===== config.mk =====
export PLATFORM = sky130hd
export DESIGN_NAME = hazard_ctrl
export DESIGN_NICKNAME = d
export VERILOG_FILES = /design/src/rtl/hazard_ctrl.sv
export SDC_FILE = /design/constraint.sdc
export NUM_CORES = 1
export LEC_CHECK = 0
export ABC_CLOCK_PERIOD_IN_PS = 2500
export CAP_MARGIN = 20
export CORE_MARGIN = 1
export CORE_UTILIZATION = 31
export CTS_CLUSTER_DIAMETER = 50
export DETAILED_ROUTE_END_ITERATION = 16
export PLACE_DENSITY = 0.83
export SLEW_MARGIN = 20
export SYNTH_ARGS = -nofsm -noshare
export SYNTH_HDL_FRONTEND = slang
export SYNTH_SLANG_ARGS = --single-unit

===== constraint.sdc =====
create_clock -name clk -period 2.5 [get_ports clk]
set_clock_uncertainty 0.2 [all_clocks]
set_input_delay 0.625 -clock clk [delete_from_list [all_inputs] [get_ports clk]]
set_output_delay 0.625 -clock clk [all_outputs]
set_load 0.02 [all_outputs]

===== src/rtl/hazard_ctrl.sv =====
// hazard_ctrl: pipeline hazard controller.
//   Detects load-use hazards, multicycle-multiply waits and control
//   transfers (taken branch / jump), and drives the stall and flush
//   controls for the F/D/E stages.
//
// Ports
//   clk                    single clock, rising edge
//   reset                  synchronous, active low
//   mem_to_reg_e           instruction in E is a load
//   reg_dst_e              destination register of the E instruction
//   rs_d, rt_d             source registers of the D instruction
//   rs_used_d, rt_used_d   D instruction actually reads rs / rt
//   start_mult             D issues a multicycle multiply this cycle
//   mult_ready             multiplier idle / result available
//   bt_flush, j_flush      taken branch / jump resolved this cycle
//   stall_f, stall_d       hold PC / hold the D register
//   flush_e                insert a bubble into E
//   flush_d                squash the D register
//   stall_cnt, flush_cnt   performance counters
//
// Build option
//   HAZARD_PERF_EN  when defined, stall_cnt / flush_cnt are saturating
//                   counters of stall_d / flush_d cycles; otherwise they
//                   are tied to 0 and no counter flops exist.
//
// State | meaning
// IDLE  | no hazard in progress; evaluate inputs fresh
// LOAD  | load-use stall in progress, cnt cycles left
// MULT  | waiting for the multiplier to become ready
// CTRL  | decode flush after a control transfer, cnt cycles left
module hazard_ctrl #(
  parameter int REG_AW    = 5,
  parameter int LOAD_LAT  = 1,
  parameter int FLUSH_LEN = 1,
  parameter int CNT_W     = 32
) (
  input  logic              clk,
  input  logic              reset,
  input  logic              mem_to_reg_e,
  input  logic [REG_AW-1:0] reg_dst_e,
  input  logic [REG_AW-1:0] rs_d,
  input  logic [REG_AW-1:0] rt_d,
  input  logic              rs_used_d,
  input  logic              rt_used_d,
  input  logic              start_mult,
  input  logic              mult_ready,
  input  logic              bt_flush,
  input  logic              j_flush,
  output logic              stall_f,
  output logic              stall_d,
  output logic              flush_e,
  output logic              flush_d,
  output logic [CNT_W-1:0]  stall_cnt,
  output logic [CNT_W-1:0]  flush_cnt
);

  localparam logic [1:0] IDLE = 2'd0;
  localparam logic [1:0] LOAD = 2'd1;
  localparam logic [1:0] MULT = 2'd2;
  localparam logic [1:0] CTRL = 2'd3;

  localparam logic [2:0] LOAD_INIT  = 3'(LOAD_LAT - 1);
  localparam logic [2:0] FLUSH_INIT = 3'(FLUSH_LEN - 1);

  logic [1:0] state, state_n;
  logic [2:0] cnt, cnt_n;
  logic       load_hz, ctrl;
  logic       stall, flush_e_raw, flush_d_raw;

  // Register 0 is hardwired, so a load targeting it never creates a hazard.
  assign load_hz = mem_to_reg_e && (reg_dst_e != '0) &&
                   ((rs_used_d && (rs_d == reg_dst_e)) ||
                    (rt_used_d && (rt_d == reg_dst_e)));
  assign ctrl = bt_flush | j_flush;

  always_comb begin
    state_n     = state;
    cnt_n       = cnt;
    stall       = 1'b0;
    flush_e_raw = 1'b0;
    flush_d_raw = 1'b0;
    case (state)
      IDLE, LOAD: begin
        if (ctrl) begin
          // A control transfer overrides any pending load stall.
          flush_d_raw = 1'b1;
          flush_e_raw = 1'b1;
          if (FLUSH_LEN > 1) begin
            state_n = CTRL;
            cnt_n   = FLUSH_INIT;
          end else begin
            state_n = IDLE;
            cnt_n   = 3'd0;
          end
        end else if (state == LOAD) begin
          stall       = 1'b1;
          flush_e_raw = 1'b1;
          if (cnt == 3'd1) begin
            state_n = IDLE;
            cnt_n   = 3'd0;
          end else begin
            cnt_n = cnt - 3'd1;
          end
        end else if (load_hz) begin
          stall       = 1'b1;
          flush_e_raw = 1'b1;
          if (LOAD_LAT > 1) begin
            state_n = LOAD;
            cnt_n   = LOAD_INIT;
          end
        end else if (start_mult) begin
          stall       = 1'b1;
          flush_e_raw = 1'b1;
          state_n     = MULT;
        end
      end
      MULT: begin
        // Control transfers cannot resolve while the pipeline is frozen.
        if (!mult_ready) begin
          stall       = 1'b1;
          flush_e_raw = 1'b1;
        end else begin
          state_n = IDLE;
        end
      end
      CTRL: begin
        flush_d_raw = 1'b1;
        if (ctrl) begin
          cnt_n = FLUSH_INIT;
        end else if (cnt == 3'd1) begin
          state_n = IDLE;
          cnt_n   = 3'd0;
        end else begin
          cnt_n = cnt - 3'd1;
        end
      end
      default: begin
        state_n = IDLE;
        cnt_n   = 3'd0;
      end
    endcase
  end

  always_ff @(posedge clk) begin
    if (!reset) begin
      state <= IDLE;
      cnt   <= 3'd0;
    end else begin
      state <= state_n;
      cnt   <= cnt_n;
    end
  end

  assign stall_f = reset & stall;
  assign stall_d = reset & stall;
  assign flush_e = reset & flush_e_raw;
  assign flush_d = reset & flush_d_raw;

`ifdef HAZARD_PERF_EN
  always_ff @(posedge clk) begin
    if (!reset) begin
      stall_cnt <= '0;
      flush_cnt <= '0;
    end else begin
      if (stall_d && (stall_cnt != {CNT_W{1'b1}}))
        stall_cnt <= stall_cnt + CNT_W'(1);
      if (flush_d && (flush_cnt != {CNT_W{1'b1}}))
        flush_cnt <= flush_cnt + CNT_W'(1);
    end
  end
`else
  assign stall_cnt = '0;
  assign flush_cnt = '0;
`endif

endmodule


==> impl_metrics.yaml <==
clock_network:
  clock_tree.buffer_depth: 2
  cts.sinks: 5
  tritoncts: "done"
  root_buffer: "clkbuf_4"
  numCtsBuffers: 3
  clkSlewWorstSetupHoldPaths_ns: 0.04
  htree_num_levels: 1
  clk-insertion-delay-late_ns: 0.24
layout:
  drive_above_1_share_pct: 26.47
  mostFrequentLayoutCell: "conb_1"
  multiInputGateArea_um2: 708.2
  area_delta_synth_final_pct: 25.22
  final_cell_count_no_fill: 214
  most-common-layout-cells: "conb_1, buf_4, dlygate4sd2_1"
  antennaDiodeCount: 0
  regArea_um2: 100.1
  fillers: 322
  fin_nets: 197
grt:
  grt_pass1_vias: 662
  grt_max_degree: 7
  overflow: 0
  grt_antenna_before_repair: 0
  track_usage_pct: 9.959
  grt_pass1_wl_um: 2615
synthesis:
  synth_edf_count: 0
  post_synth.cell_area_avg_um2: 7.594
  synth_seq_area_share_pct: 10.14
  ys_ff_latch: 5
  synthCells: 130
  synth_async_sr_flop_share_pct: 0
  ys.flop_type: "dfxtp_1"
  synth_area_um2: 987.2
  ys_warn_count: 0
  synth_cell_type_count: 31
power:
  pwr-share-seq_pct: 21.8
  ir_drop_v: 0.00009593
  switchingPower_w: 0.0001740
  finalPower_w: 0.0003788
  p_sw_share_pct: 45.95
  combPwrFrac_pct: 52.9
  p_leak_nw: 0.5910
  clkPwrFrac_pct: 25.4
  intPower_w: 0.0002047
  powerDensity_mw_per_mm2: 306.4
setup_path:
  end_kind: "output port"
  crit_arrival_ns: 1.79
  max_stage_delay_ns: 0.54
  r2r_cells: 6
  cp_cell_sequence: "buf_8, or4_4, o21ai_4, a21oi_2, a21boi_2, buf_6"
  crit_required_ns: 1.67
  critPathLaunchType: "input pin"
  crit_path_max_fanout: 3
  slowest_stage: "or4_4"
  crit_type: "input pin to output port"
route:
  wl_per_cell_um: 8.813
  drt-vias-per-instance: 3.617
  drt_first_pass_iters: 4
  routed_wirelength_um: 1886
  drc: 0
  ant_nets: 0
  vias: 774
  drt_iter0_drc: 7
floorplanning:
  core-area_mm2: 0.003028
  die_w_um: 58.43
  fp.dieArea_mm2: 0.003414
  die_h_um: 58.43
  num_io_pins: 92
  start_util_pct: 32.60
  placement_rows: 20
timing:
  min_period_ns: 2.616
  rsz0062_at_grt: "yes"
  period_share_pct: 104.6
  final-hold-violation-count: 0
  setup_slack_ns: -0.1157
  fmax_mhz: 382.3
  setup_viol: 3
  slew_viol_final: 0
place:
  placed_cells: 208
  finalWeightedCongestion: 0.7292
  dp_hpwl_um: 1500
  portBuffers: 27
outcome:
  violations: "negative setup slack"
  status: "complete, but fails checks"
min_path:
  hold_depth: 2
  hp-class: "register to register"
flow_run:
  maxCapViolCount: 0
[synth_stat cells (2+ instances only)]
master	count	area share [%]
xor2_1	8	7.1
a21boi_0	2	1.5
inv_1	4	1.5
buf_4	65	49
xnor2_1	2	1.8
a21oi_1	2	1.0
nand2_1	5	1.9
ha_1	2	2.5
dfxtp_1	5	10
nor3_1	4	2.0
and2_1	2	1.3
nor4_1	2	1.3
nor2_1	5	1.9
o21ai_0	5	2.5
[worst paths after layout]
path | startpoint | to | slack, ns
max | reg_dst_e[2] | flush_e | -0.12
min | cnt[0] | cnt[0] | 0.30
max reg2reg | cnt[1] | state[1] | 0.80
min reg2reg | cnt[0] | cnt[0] | 0.30
[worst max-delay path: cells and delay by family]
family                 cells  cell delay (ns)
AND/OR/NAND/NOR            1             0.54
AO/OA/AOI/OAI              3             0.38
buffers and inverters      2             0.24
[what timing repair did]
| action | CTS | global route |
|---|---|---|
| hold buffers | 0 | 0 |
| pin swaps | 17 | 7 |
| resized for setup | 80 | 15 |
| setup buffers | 1 | 1 |
| endpoints found under the setup margin | 4 | 3 |
[stage by stage]
stage	TNS [ns]	cell area, um2	hold slack (ns)	util [%]	setup WS (ns)
3_3_place_gp	-3.146	1146	0.2696	37.85	-0.9328
6_report	-0.3214	1236	0.2965	40.83	-0.1157
2_1_floorplan	-0.05331	1241	0.2584	-	-0.05331
5_1_grt	-0.4321	1236	0.3306	40.83	-0.1537
4_1_cts	-0.4240	1187	0.3020	39.21	-0.1506
3_5_place_dp	-3.255	1146	0.2950	37.85	-0.9773
[kinds of logic after synthesis]
logic type               count (synthesis)  synth area share, %
flip-flops                               5                10.14
buffers and inverters                   70                51.33
AND/OR/NAND/NOR                         25                14.70
XOR/XNOR                                10                8.873
AO/OA/AOI/OAI                           17                12.04
other                                    1               0.3799
adder cells (fa/ha/maj)                  2                2.534
[routing by layer]
metal | vias to the layer above | wire, um | GRT usage (%)
met5 | - | 0 | 0
met4 | 0 | 0 | 4.762
met3 | 0 | 134 | 2.198
met2 | 47 | 1086 | 20.03
met1 | 347 | 665 | 9.358
li1 | 380 | - | -
[sequential cells by signal, indices dropped and copies added, names as in the netlist]
| signal | flops |
|---|---|
| cnt | 3 |
| state | 2 |
[final cells by class]
type | count | area share (%)
flip-flops and latches | 5 | 8.097
multi-input cells | 118 | 57.29
repair buffers | 39 | 26.82
clock buffers | 4 | 2.125
inverters | 4 | 1.215
well taps | 44 | 4.453
[power groups by stage]
stage	combinational (W)	clock (W)	sequential, W
floorplan	0.000199	0	0.0000835
global placement	0.000189	0	0.0000832
detailed placement	0.000191	0	0.0000834
CTS	0.000189	0.000103	0.0000824
global route	0.000214	0.000108	0.0000824
finish	0.000200	0.0000960	0.0000825
No activity file was read; power rests on OpenSTA's default activity.
